File: src/rtl/pipe_stage_skid.sv
// rtl/pipe_stage_skid.sv - parametrised pipeline stage register with optional skid entry
// Holds up to two payloads under valid/ready; flush turns the stage into a bubble.
module pipe_stage_skid #(
  parameter int                DATA_W  = 64,
  parameter logic [DATA_W-1:0] RST_VAL = {DATA_W{1'b0}},
  parameter bit                SKID    = 1'b1
) (
  input  logic              cpu_clk_50M,
  input  logic              cpu_rst,
  input  logic              flush,
  input  logic              in_valid,
  output logic              in_ready,
  input  logic [DATA_W-1:0] in_data,
  output logic              out_valid,
  input  logic              out_ready,
  output logic [DATA_W-1:0] out_data,
  output logic [1:0]        occupancy
);

  typedef enum logic [1:0] {
    ST_EMPTY = 2'd0,
    ST_ONE   = 2'd1,
    ST_FULL  = 2'd2
  } state_t;

  state_t            r_state;
  state_t            w_state_nxt;
  logic [DATA_W-1:0] r_main;
  logic [DATA_W-1:0] r_skid;
  logic [DATA_W-1:0] w_main_nxt;
  logic [DATA_W-1:0] w_skid_nxt;
  logic              w_accept;
  logic              w_emit;

  assign w_accept = in_valid & in_ready;
  assign w_emit   = out_valid & out_ready;

  always_ff @(posedge cpu_clk_50M or posedge cpu_rst) begin
    if (cpu_rst) begin
      r_state <= ST_EMPTY;
      r_main  <= RST_VAL;
      r_skid  <= RST_VAL;
    end else begin
      r_state <= w_state_nxt;
      r_main  <= w_main_nxt;
      r_skid  <= w_skid_nxt;
    end
  end

  always_comb begin
    w_state_nxt = r_state;
    w_main_nxt  = r_main;
    w_skid_nxt  = r_skid;
    if (flush) begin
      w_state_nxt = ST_EMPTY;
      w_main_nxt  = RST_VAL;
      w_skid_nxt  = RST_VAL;
    end else begin
      case (r_state)
        ST_EMPTY: begin
          if (w_accept) begin
            w_main_nxt  = in_data;
            w_state_nxt = ST_ONE;
          end
        end
        ST_ONE: begin
          if (w_accept && w_emit) begin
            w_main_nxt = in_data;
          end else if (w_accept && SKID) begin
            // Downstream stalled: park the newcomer behind the main entry.
            w_skid_nxt  = in_data;
            w_state_nxt = ST_FULL;
          end else if (w_emit) begin
            w_state_nxt = ST_EMPTY;
          end
        end
        ST_FULL: begin
          if (w_emit) begin
            w_main_nxt  = r_skid;
            w_state_nxt = ST_ONE;
          end
        end
        default: w_state_nxt = ST_EMPTY;
      endcase
    end
  end

  // Skid mode keeps in_ready purely registered; single-entry mode looks through to out_ready.
  assign in_ready  = SKID ? (r_state != ST_FULL) : (out_ready | ~out_valid);
  assign out_valid = (r_state != ST_EMPTY);
  assign out_data  = out_valid ? r_main : RST_VAL;

  always_comb begin
    occupancy = 2'd0;
    case (r_state)
      ST_ONE:  occupancy = 2'd1;
      ST_FULL: occupancy = 2'd2;
      default: occupancy = 2'd0;
    endcase
  end

endmodule
File: config.mk
export PLATFORM = sky130hd
export DESIGN_NAME = pipe_stage_skid
export DESIGN_NICKNAME = d
export VERILOG_FILES = /design/src/rtl/pipe_stage_skid.sv
export SDC_FILE = /design/constraint.sdc
export NUM_CORES = 1
export LEC_CHECK = 0
export ABC_AREA = 1
export CORE_MARGIN = 2
export CORE_UTILIZATION = 47
export DETAILED_ROUTE_END_ITERATION = 12
export PLACE_DENSITY = 0.75
export SLEW_MARGIN = 20
export SYNTH_ARGS = -nofsm -noshare
export SYNTH_HDL_FRONTEND = slang
export SYNTH_SLANG_ARGS = --single-unit
File: constraint.sdc
create_clock -name cpu_clk_50M -period 3.5 [get_ports cpu_clk_50M]
set_clock_uncertainty 0.05 [all_clocks]
set_input_delay 0.35 -clock cpu_clk_50M [delete_from_list [all_inputs] [get_ports cpu_clk_50M]]
set_output_delay 0.35 -clock cpu_clk_50M [all_outputs]
set_load 0.02 [all_outputs]
Word-level counts from Yosys, hierarchy flattened. Cells that the tools add are included.

Bits in registers: 130. Input bits: 69. Output and inout port bits: 68. Word-level logic and storage cells: 40.

Equal/unequal tests: 9. Muxes and demuxes: 17. Bitwise logic cells: 2. Reductions and logical operators: 9.

Operator list (number): 64-bit 2-to-1 mux (8); 64-bit case mux with 3 select lines (1); 2-bit 2-to-1 mux (6); 3-bit inequality test, second input constant (4); 4-bit AND reduction (2); 2-bit case mux with 3 select lines (1); 2-bit nonzero test (3); 2-bit inequality test, second input constant (2); 4-bit inequality test, second input constant (1); 2-bit case mux with 2 select lines (1); 4-bit nonzero test (1); 3-bit AND reduction (1); 1-bit AND (2); 2-bit by 1-bit equality test with 1-bit output, second input constant (1); 2-bit equality test, second input constant (1); 2-bit zero test (1); 1-bit logical AND (1).

Depth between registers and ports, before layout. Gate-level depths: netlist (run 1).

Depth after elaboration: 7. Mapped depth: 9. Mapped depth without buffers: 7.

Worst setup path before layout (run 1). No wires, ideal clock.

Path type: reg2out. Start point: register r_state[1]. End point: output out_valid. Data arrival time: 1.237 ns. Required time: 3.100 ns. Path slack: 1.863 ns. Stages on the path, launching flop included: 6. Path buffers: 3. Cells stage by stage: dfrtp_1 buf_4 nor2_1 buf_2 buf_1 inv_1.

Longest elaborated chain between the ends: 1.

RTL lines: start: declaration (RTL line 26) `state_t r_state;`; start signal: assignment (RTL line 44) `r_state <= w_state_nxt;`; 2-bit nonzero test (RTL line 90) `assign out_valid = (r_state != ST_EMPTY);`; end: declaration (RTL line 14) `output logic out_valid,`.

Every way passes these cells.

Worst setup path after layout (run 1).
Start point: register r_state[0]. End point: output out_data[27].

Longest elaborated chain between the ends: 2.

RTL lines: 2-bit nonzero test (RTL line 90); 64-bit 2-to-1 mux (RTL line 91) `assign out_data = out_valid ? r_main : RST_VAL;`; end: declaration (RTL line 16) `output logic [DATA_W-1:0] out_data,`.

Every way passes these cells.

==> results of run 1 <==
[final cells by class]
cell class                      instances  area (um^2)
Timing Repair Buffer                  147         1460
Fill cell                            1345         5730
Sequential cell                       130         3250
Tap cell                              184          230
Clock inverter                          7         35.0
Multi-Input combinational cell        663         2830
Clock buffer                           23          478
Inverter                              138          526
[registers in the layout, summed over array words and instances (netlist names)]
signal and flops:
r_main 64, r_state 2, r_skid 64
[stage by stage]
step / setup WS [ns] / hold WS (ns)
detailed placement: 0.810 / 0.416
global route: 0.214 / 0.358
floorplan: 1.49 / 0.399
global placement: 0.843 / 0.413
finish: 0.397 / 0.316
CTS: 0.337 / 0.329
[worst max-delay path: stages (launching register included)]
cell	delay, ns
dfrtp_1	0.45
nor2_4	0.78
buf_4	0.41
nor2_1	0.09
clkdlybuf4s50_1	0.55
[layer usage]
| metal | vias up | GRT usage | part of all wire | routed length (um) |
|---|---|---|---|---|
| met3 | 21 | 0.0476 | 0.068 | 1190 |
| met5 | - | 0 | 0 | 0 |
| met4 | 0 | 0.0983 | 0.015 | 263 |
| met2 | 227 | 0.351 | 0.46 | 8130 |
| met1 | 2951 | 0.310 | 0.45 | 7920 |
| li1 | 3220 | - | - | - |
[power by group]
part	switching, W	internal, W	total [W]
sequential	0.0000678	0.00163	0.00170
combinational	0.000521	0.000326	0.000847
clock	0.000621	0.000942	0.00156
total	0.00121	0.00290	0.00411
[path summary, 6_finish.rpt]
kind | from | to | slack [ns] | cells past startpoint
setup reg to reg | r_state[1] | r_main[23] | 0.91 | 7
hold reg to reg | r_main[13] | r_main[13] | 0.42 | 2
setup / recovery | r_state[0] | out_data[27] | 0.40 | 4
hold / removal | cpu_rst | r_main[60] | 0.32 | 2
max in group asynchronous | cpu_rst | r_skid[0] | 2.23 | 3
min in group cpu_clk_50M | r_main[13] | r_main[13] | 0.42 | 2
[cell families after synthesis]
family,after synthesis,share of synthesized area
AO/OA/AOI/OAI,65,0.0464
flip-flops,130,0.464
buffers and inverters,204,0.134
AND/OR/NAND/NOR,598,0.356
[cells in the final DEF (no fill, tap or decap), types with 8 or more instances in the layout]
master,Yosys,final
nand2_1,263,262
nor2_1,196,195
clkdlybuf4s50_1,0,136
inv_1,134,132
dfrtp_1,130,130
nand3_1,128,128
o21ai_0,34,34
o21ai_1,31,31
clkbuf_16,0,17
buf_4,10,10
clkinv_2,0,8
==> reports/metrics.cfg, run 1 <==
[run_status]
status=completed

[pwr]
finalPower_w=0.00411
power_per_cell_area_mw_per_mm2=466
p_leak_nw=4.50
vdd_ir_drop_max_v=0.000311

[clock_tree]
postCtsSetupBuffers=0
clkTransAtPathRegs_ns=0.06
cts_sinks=130
cts_resized=0
clockBufferDepth=2
h-tree-depth=4
cts_tree=yes
clkLatencyLatePin_ns=0.42
root_buffer=clkbuf_16
hold_buffers=0
cts_buffers=17

[timing]
fmax_mhz=322
layout_worst_path_cycle_share=0.887
hold_viol=0
maxSlewViolCount=0
relSlewSlack=0.345
fin_crit_ns=3.10
rsz0062_at_grt=no
finalSetupViolCount=0
timing.setup.tns_ns=0
tightest_slew_ns=0.983

[drt]
ant_nets=0
vias=6419
wl_um=17500
dr.pass1.iters=6
wl_per_cell_um=13.5
viasPerCell=4.97
drt-initial-drc-count=624
drc=0

[global_route]
antenna_found_initial=0
grt_overflow=0
grt_max_degree=96
grt.total_usage=0.227
grt_pass1_wl_um=29100
grt_pass1_vias=5970

[floorplan]
initial_core_util=0.482
core_area_mm2=0.0145
die_h_um=126
io_pins=137
die_x_um=126
dieArea_mm2=0.0159
rows=44

[finish]
final_area_mm2=0.00881
n_antenna_cell=0
drive_above_1_share=0.0496
area_delta_synth_final_pct=25.7
finalNonFillerCells=1292
final_util=0.606
nets=1166

[placement]
place_area_mm2=0.00829
portBuffers=136
dp.cells=1262
gp_congestion=0.785
hpwl_um=10600

[synth]
synth_edf_count=0
synth_cell_type_count=23
syn_nets=1066
synthMostInstantiatedCell=nand2_1
async_reset_ff_frac=1.00
syn_avg_cell_area_um2=7.03
synth_warnings=0
ys.flop_type=dfrtp_1
netlist_instances=997
seq_area_frac_synth=0.464
synth_top_area_frac=0.464
synth_top_area_cell=dfrtp_1
synth.area.top_cells=dfrtp_1 (46%), nand2_1 (14%), nor2_1 (10%)
synth_common_cells=nand2_1 (263), nor2_1 (196), inv_1 (134)
syn_area_mm2=0.00701
yosys_register_bits=130

[critical_path]
critPathArrivalTime_ns=2.70
startpoint_type=register
worstPathMaxFanout=42
worstSetupEndpointType=primary output
critPathRequiredTime_ns=3.10
crit_type=reg2out

[min_path]
hp-class=in2async

[run]
cap_violations=0

No activity file was read; power rests on OpenSTA's default activity.
==> run 2: changes to the inputs <==
- SLEW_MARGIN: 20 -> unset
==> results of run 2 <==
The final DEF is identical to that of run 1; final timing and power are the same.
